### config.mk
export PLATFORM = sky130hd
export DESIGN_NAME = alu_result_stage
export DESIGN_NICKNAME = d
export VERILOG_FILES = /design/src/rtl/vecaris_pkg.sv /design/src/rtl/wb_skid_buffer.sv /design/src/rtl/alu_result_stage.sv
export SDC_FILE = /design/constraint.sdc
export NUM_CORES = 1
export LEC_CHECK = 0
export ABC_AREA = 1
export ABC_CLOCK_PERIOD_IN_PS = 2300
export CORE_MARGIN = 10
export CORE_UTILIZATION = 48
export CTS_BUF_LIST = sky130_fd_sc_hd__clkbuf_2 sky130_fd_sc_hd__clkbuf_4 sky130_fd_sc_hd__clkbuf_8
export CTS_CLUSTER_DIAMETER = 200
export CTS_CLUSTER_SIZE = 20
export DETAILED_ROUTE_END_ITERATION = 6
export PLACE_DENSITY = 0.92
export SLEW_MARGIN = 20
export SYNTH_ARGS = -nofsm -noshare
export SYNTH_HDL_FRONTEND = slang
export SYNTH_SLANG_ARGS = --single-unit
export TNS_END_PERCENT = 50
### constraint.sdc
create_clock -name clk -period 2.3 [get_ports clk]
set_input_delay 0.575 -clock clk [delete_from_list [all_inputs] [get_ports clk]]
set_output_delay 0.575 -clock clk [all_outputs]
set_load 0.05 [all_outputs]
### src/rtl/vecaris_pkg.sv
// ----------------------------------------------------------------------------
// vecaris_pkg
// Shared definitions for the 16-bit ALU datapath and its result stage.
//   - ALU op-code constants (3-bit op field)
//   - default datapath / register-address widths
//   - writeback buffer state encoding
//   - op_updates_carry(): which ops are allowed to write the C flag
// ----------------------------------------------------------------------------
package vecaris_pkg;

    localparam int DEFAULT_DATA_W     = 16;
    localparam int DEFAULT_REG_ADDR_W = 3;

    localparam logic [2:0] OP_ADD = 3'b000;
    localparam logic [2:0] OP_SUB = 3'b001;
    localparam logic [2:0] OP_NOT = 3'b010;
    localparam logic [2:0] OP_SL  = 3'b011;
    localparam logic [2:0] OP_SR  = 3'b100;
    localparam logic [2:0] OP_AND = 3'b101;
    localparam logic [2:0] OP_OR  = 3'b110;
    localparam logic [2:0] OP_ZLE = 3'b111;

    // Occupancy of the writeback skid buffer.
    //   EMPTY : nothing buffered
    //   ONE   : output entry only
    //   TWO   : output entry plus skid entry
    typedef enum logic [1:0] {
        EMPTY = 2'd0,
        ONE   = 2'd1,
        TWO   = 2'd2
    } buf_state_e;

    // Only arithmetic and left-shift produce a meaningful carry-out; every
    // other op leaves the architectural C flag untouched.
    function automatic logic op_updates_carry(input logic [2:0] op);
        return (op == OP_ADD) || (op == OP_SUB) || (op == OP_SL);
    endfunction

endpackage

### src/rtl/wb_skid_buffer.sv
// ----------------------------------------------------------------------------
// wb_skid_buffer
// Two-entry FIFO-ordered skid buffer carrying {register address, data} from
// the ALU result stage to the register-file write port.
//
// Handshake: a transfer happens on a side exactly in the cycle where both
// valid and ready are high at the rising clock edge. The producer may not
// rely on ready before presenting valid; ready here is a registered signal
// that depends only on buffer occupancy, never on i_push_valid.
//
// Ports
//   clk, rst_n        clock, synchronous active-low reset
//   i_push_valid      producer has an entry (already qualified by wb_en)
//   o_push_ready      registered; high unless both entries are occupied
//   i_push_addr/data  entry payload
//   i_out_ready       consumer (register file) accepts the output entry
//   o_out_addr/data   oldest entry; stable while held
//   o_fwd_addr/data   youngest buffered entry (zero when empty)
//   o_state           current occupancy (EMPTY / ONE / TWO)
// ----------------------------------------------------------------------------
module wb_skid_buffer
    import vecaris_pkg::*;
#(
    parameter int ADDR_W = DEFAULT_REG_ADDR_W,
    parameter int DATA_W = DEFAULT_DATA_W
) (
    input  logic              clk,
    input  logic              rst_n,
    input  logic              i_push_valid,
    output logic              o_push_ready,
    input  logic [ADDR_W-1:0] i_push_addr,
    input  logic [DATA_W-1:0] i_push_data,
    input  logic              i_out_ready,
    output logic [ADDR_W-1:0] o_out_addr,
    output logic [DATA_W-1:0] o_out_data,
    output logic [ADDR_W-1:0] o_fwd_addr,
    output logic [DATA_W-1:0] o_fwd_data,
    output buf_state_e        o_state
);

    buf_state_e        r_state;
    buf_state_e        w_state_nxt;
    logic              r_push_ready;

    logic [ADDR_W-1:0] r_out_addr;
    logic [DATA_W-1:0] r_out_data;
    logic [ADDR_W-1:0] r_skid_addr;
    logic [DATA_W-1:0] r_skid_data;

    logic              w_push;
    logic              w_drain;
    logic              w_load_out_from_in;
    logic              w_load_out_from_skid;
    logic              w_load_skid;

    assign w_push  = i_push_valid && r_push_ready;
    assign w_drain = (r_state != EMPTY) && i_out_ready;

    // Next-state and datapath load enables. In TWO the ready flop is already
    // low, so a push cannot coincide with that state.
    always_comb begin
        w_state_nxt          = r_state;
        w_load_out_from_in   = 1'b0;
        w_load_out_from_skid = 1'b0;
        w_load_skid          = 1'b0;
        case (r_state)
            EMPTY: begin
                if (w_push) begin
                    w_state_nxt        = ONE;
                    w_load_out_from_in = 1'b1;
                end
            end
            ONE: begin
                case ({w_push, w_drain})
                    2'b01: w_state_nxt = EMPTY;
                    2'b10: begin
                        w_state_nxt = TWO;
                        w_load_skid = 1'b1;
                    end
                    // Drain and push together: the new entry replaces the
                    // leaving one directly, so there is no bubble.
                    2'b11: w_load_out_from_in = 1'b1;
                    default: ;
                endcase
            end
            TWO: begin
                if (w_drain) begin
                    w_state_nxt          = ONE;
                    w_load_out_from_skid = 1'b1;
                end
            end
            default: w_state_nxt = EMPTY;
        endcase
    end

    always_ff @(posedge clk) begin
        if (!rst_n) begin
            r_state      <= EMPTY;
            r_push_ready <= 1'b1;
            r_out_addr   <= '0;
            r_out_data   <= '0;
            r_skid_addr  <= '0;
            r_skid_data  <= '0;
        end else begin
            r_state      <= w_state_nxt;
            // Registered ready: low exactly while the buffer holds two entries.
            r_push_ready <= (w_state_nxt != TWO);
            if (w_load_out_from_in) begin
                r_out_addr <= i_push_addr;
                r_out_data <= i_push_data;
            end else if (w_load_out_from_skid) begin
                r_out_addr <= r_skid_addr;
                r_out_data <= r_skid_data;
            end
            if (w_load_skid) begin
                r_skid_addr <= i_push_addr;
                r_skid_data <= i_push_data;
            end
        end
    end

    // Youngest buffered entry; zero when nothing is buffered so the
    // forwarding bus never carries a stale value.
    always_comb begin
        o_fwd_addr = '0;
        o_fwd_data = '0;
        case (r_state)
            ONE: begin
                o_fwd_addr = r_out_addr;
                o_fwd_data = r_out_data;
            end
            TWO: begin
                o_fwd_addr = r_skid_addr;
                o_fwd_data = r_skid_data;
            end
            default: ;
        endcase
    end

    assign o_push_ready = r_push_ready;
    assign o_out_addr   = r_out_addr;
    assign o_out_data   = r_out_data;
    assign o_state      = r_state;

endmodule

### src/rtl/alu_result_stage.sv
// ----------------------------------------------------------------------------
// alu_result_stage
// Execute-to-writeback stage behind the 16-bit ALU. Captures each ALU result
// with its destination register, keeps the architectural Z and C flags and
// feeds the register-file write port through a 2-entry skid buffer. The
// youngest pending writeback is exposed for operand forwarding.
//
// Handshake: input side transfers when in_valid && in_ready at a rising
// edge; output side transfers when wb_valid && wb_ready at a rising edge.
// in_ready is registered and does not depend on in_valid.
//
// Ports
//   clk, rst_n                 clock, synchronous active-low reset
//   in_valid / in_ready        ALU result handshake
//   in_s, in_cout, in_zero     ALU result, carry-out, zero
//   in_op                      op code that produced the result
//   in_rd                      destination register
//   in_wb_en                   result goes to the register file
//   in_flag_en                 result updates flags
//   wb_valid/ready/addr/data   register-file write port
//   flag_z, flag_c             architectural flags
//   fwd_valid/addr/data        youngest pending writeback
// ----------------------------------------------------------------------------
module alu_result_stage
    import vecaris_pkg::*;
#(
    parameter int DATA_W     = DEFAULT_DATA_W,
    parameter int REG_ADDR_W = DEFAULT_REG_ADDR_W
) (
    input  logic                  clk,
    input  logic                  rst_n,
    input  logic                  in_valid,
    output logic                  in_ready,
    input  logic [DATA_W-1:0]     in_s,
    input  logic                  in_cout,
    input  logic                  in_zero,
    input  logic [2:0]            in_op,
    input  logic [REG_ADDR_W-1:0] in_rd,
    input  logic                  in_wb_en,
    input  logic                  in_flag_en,
    output logic                  wb_valid,
    input  logic                  wb_ready,
    output logic [REG_ADDR_W-1:0] wb_addr,
    output logic [DATA_W-1:0]     wb_data,
    output logic                  flag_z,
    output logic                  flag_c,
    output logic                  fwd_valid,
    output logic [REG_ADDR_W-1:0] fwd_addr,
    output logic [DATA_W-1:0]     fwd_data
);

    logic       w_in_ready;
    logic       w_accept;
    logic       w_push;
    buf_state_e w_buf_state;

    logic       r_flag_z;
    logic       r_flag_c;

    // Flag-only results (in_wb_en=0) are still accepted but never buffered.
    assign w_accept = in_valid && w_in_ready;
    assign w_push   = w_accept && in_wb_en;

    wb_skid_buffer #(
        .ADDR_W (REG_ADDR_W),
        .DATA_W (DATA_W)
    ) u_wb_skid_buffer (
        .clk          (clk),
        .rst_n        (rst_n),
        .i_push_valid (w_push),
        .o_push_ready (w_in_ready),
        .i_push_addr  (in_rd),
        .i_push_data  (in_s),
        .i_out_ready  (wb_ready),
        .o_out_addr   (wb_addr),
        .o_out_data   (wb_data),
        .o_fwd_addr   (fwd_addr),
        .o_fwd_data   (fwd_data),
        .o_state      (w_buf_state)
    );

    // Flags follow every accepted flag-updating result, independent of
    // whether it is written back or how full the buffer is.
    always_ff @(posedge clk) begin
        if (!rst_n) begin
            r_flag_z <= 1'b0;
            r_flag_c <= 1'b0;
        end else if (w_accept && in_flag_en) begin
            r_flag_z <= in_zero;
            if (op_updates_carry(in_op)) begin
                r_flag_c <= in_cout;
            end
        end
    end

    assign in_ready  = w_in_ready;
    assign wb_valid  = (w_buf_state != EMPTY);
    assign fwd_valid = (w_buf_state != EMPTY);
    assign flag_z    = r_flag_z;
    assign flag_c    = r_flag_c;

endmodule

==> impl_metrics.env <==
export IMPL_fp_dieW_um=89.3
export IMPL_num_vias=2670
export IMPL_p_total_w=0.00187
export IMPL_cpPeakStageDelay_ns=0.38
export IMPL_switching_power_w=0.000651
export IMPL_nets=453
export IMPL_status="completed"
export IMPL_firstDrtPassIters=5
export IMPL_drv_cap=0
export IMPL_worstPathArrival_ns=1.68
export IMPL_vias_per_cell=5.63
export IMPL_synth_common_cells="nand2_1 (115), a21oi_1 (63), dfxtp_1 (43)"
export IMPL_synth_cell_types=19
export IMPL_antenna_found_initial=0
export IMPL_dieArea_mm2=0.00797
export IMPL_htreeDepth=2
export IMPL_synth_area_leader_cell="dfxtp_1"
export IMPL_endpoint_kind="output port"
export IMPL_wl_met3_um=728
export IMPL_die_y_um=89.3
export IMPL_clkPwrFrac_pct=26.5
export IMPL_synth_flop_cell="dfxtp_1"
export IMPL_fillers=344
export IMPL_drt_iter0_drc=309
export IMPL_place_hpwl_mm=5.37
export IMPL_finalSetupViolCount=0
export IMPL_gr_total_overflow=0
export IMPL_cts_inserted_buffers=5
export IMPL_placed_area_mm2=0.00328
export IMPL_met2_wirelength_mm=3.85
export IMPL_routedWlPerCell_um=16.3
export IMPL_port_buffers=72
export IMPL_crit_fanout=8
export IMPL_synthArstFlopShare_pct=0
export IMPL_fin_worst_skew_ns=0.00663
export IMPL_internal_power_w=0.00122
export IMPL_seq_power_share_pct=44.3
export IMPL_worst_pin_slew_ns=0.515
export IMPL_io_pins=73
export IMPL_totalWireLength_mm=7.73
export IMPL_ctsRootBufferMaster="clkbuf_8"
export IMPL_start_kind="flop"
export IMPL_remaining_drc_errors=0
export IMPL_p_sw_share_pct=34.8
export IMPL_grt_max_degree=39
export IMPL_slowest_stage="dfxtp_4"
export IMPL_crit_required_ns=1.73
export IMPL_avgSynthCellArea_um2=6.56
export IMPL_cp_top_family="buffers and inverters"
export IMPL_gr_usage_all_layers_pct=19.3
export IMPL_fin_crit_sh_pct=97.9
export IMPL_holdBufCountCts=0
export IMPL_clk_path_buf_depth=2
export IMPL_path_class="flop to output port"
export IMPL_core_area_mm2=0.00469
export IMPL_final_hold_viol_count=0
export IMPL_clock_fmax_mhz=444
export IMPL_drive_above_1_share_pct=16.4
export IMPL_gp_congestion=0.819
export IMPL_synth_cells=351
export IMPL_pwr_density_cell_mw_per_mm2=541
export IMPL_synth_edf_count=0
export IMPL_grt_pass1_vias=2562
export IMPL_area_growth_pct=50.4
export IMPL_yosys_top_cells_area="dfxtp_1 (37%), nand2_1 (19%), a21oi_1 (14%), nand3b_1 (6.2%), nand3_1 (5.2%)"
export IMPL_cts_tree="built"
export IMPL_highest_layer="met4"
export IMPL_grt_pass1_wl_mm=12.3
export IMPL_max_slew_margin_pct=65.5
export IMPL_cts_sinks=43
export IMPL_synth_area_mm2=0.00230
export IMPL_synth_top_area_share_pct=37.4
export IMPL_path_clk_slew_ns=0.08
export IMPL_final_max_slew_violation_count=0
export IMPL_initial_core_util_pct=49.1
export IMPL_grt_setup_unrepaired="true"
export IMPL_leakagePower_nw=1.30
export IMPL_fin_crit_ns=2.25
export IMPL_wl_met1_mm=3.06
export IMPL_synth_most_common_cell="nand2_1"
export IMPL_min_path_type="flop to flop"
export IMPL_drtAntennaViolNets=0
export IMPL_comb_power_share_pct=29.2
export IMPL_synth_nets=385
export IMPL_ys_seq_area_share_pct=37.4
export IMPL_ir_drop_mv=0.270
export IMPL_final_cell_area_mm2=0.00346
export IMPL_worstPathBufferInverterCount=4
export IMPL_crit_chain="inv_1, ha_1, clkinv_1, buf_4, a21oi_2, buf_12"
export IMPL_clock_latency_ns=0.31
export IMPL_diodes=0
export IMPL_ys_ff_latch=43
export IMPL_yosysWarnings=0
export IMPL_num_rows=25
[layout make-up]
class                           instances  area, um2  area share (%)
Inverter                               32        120            3.47
Clock buffer                            6       76.3            2.20
Tap cell                               54       67.6            1.95
Clock inverter                          2       12.5           0.361
Timing Repair Buffer                   86       1040            30.0
Sequential cell                        43        866            25.0
Multi-Input combinational cell        251       1280            37.0
[flip-flops by register name, indices dropped and copies added, names as in the netlist]
name                           count
u_wb_skid_buffer.r_skid_addr       3
u_wb_skid_buffer.o_push_ready      1
u_wb_skid_buffer.o_out_data       16
u_wb_skid_buffer.r_skid_data      16
u_wb_skid_buffer.o_out_addr        3
u_wb_skid_buffer.o_state           2
flag_c                             1
flag_z                             1
[per-layer routing]
layer	GRT usage (%)	vias to the layer above
li1	-	1268
met1	22.0	1260
met2	33.7	130
met3	5.65	12
met4	6.07	0
met5	0	-
[worst min-delay path, delay by kind of cell, from the launching register on]
kind	cells	cell delay, ns
DFF	1	0.31
and+or+nand+nor	1	0.06
AOI/OAI and AO/OA	1	0.05
[final timing paths]
check                               from                               to  slack [ns]  cells past startpoint
min                               flag_c                           flag_c        0.46                      2
min reg2reg                       flag_c                           flag_c        0.46                      2
max reg2reg  u_wb_skid_buffer.o_state[0]  u_wb_skid_buffer.r_skid_data[0]        0.40                      8
max          u_wb_skid_buffer.o_state[0]                      fwd_data[8]        0.05                      6
[cell usage in the layout (no fill, tap or decap)]
| cell type | instances |
|---|---|
| dfxtp_4 | 1 |
| o21ai_0 | 19 |
| nor2_1 | 2 |
| nor2_2 | 2 |
| clkinv_1 | 1 |
| ha_1 | 4 |
| a21oi_4 | 2 |
| buf_4 | 13 |
| inv_1 | 29 |
| clkbuf_4 | 1 |
| dfxtp_1 | 41 |
| dfxtp_2 | 1 |
| clkinv_2 | 1 |
| o21ai_1 | 1 |
| nand3b_1 | 19 |
| buf_6 | 1 |
| a21oi_1 | 44 |
| clkbuf_8 | 5 |
| inv_2 | 2 |
| nand3_1 | 24 |
| nand4_1 | 1 |
| o21ai_2 | 1 |
| clkinvlp_4 | 1 |
| clkdlybuf4s50_1 | 51 |
| buf_12 | 21 |
| a21oi_2 | 17 |
| nand2_1 | 115 |
[cells by family after synthesis]
group | count (synthesis) | share of synthesized area (%)
and+or+nand+nor | 163 | 31.3
adders and majority gates | 4 | 2.17
AOI/OAI and AO/OA | 84 | 18.3
buffers and inverters | 57 | 10.9
DFF | 43 | 37.4
[what timing repair did]
| item | CTS | global route |
|---|---|---|
| gates resized for setup | 8 | 17 |
| setup buffers | 0 | 0 |
| pin swaps | 0 | 0 |
| hold endpoints to repair | 0 | 0 |
| setup endpoints to repair | 19 | 19 |
[power groups by stage]
stage               combinational, W  sequential (W)  clock, W
CTS                         0.000535        0.000827  0.000495
global placement            0.000514        0.000841         0
finish                      0.000548        0.000829  0.000496
floorplan                   0.000221        0.000939         0
detailed placement          0.000529        0.000843         0
global route                0.000583        0.000835  0.000525
[per-stage QoR]
stage                     std cells  TNS, ns  setup slack (ns)  utilization, %  hold slack, ns
final                           474        0            0.0478            73.8           0.465
after global routing            474  -0.0124           -0.0112            73.8           0.489
after CTS                       474  -0.0366           -0.0117            72.4           0.464
after detailed placement        466        0             0.236            69.9           0.451
after global placement          466        0             0.274            69.9           0.446
after floorplan                 351    -2.12            -0.173               -           0.437
No activity file was read; power rests on OpenSTA's default activity.
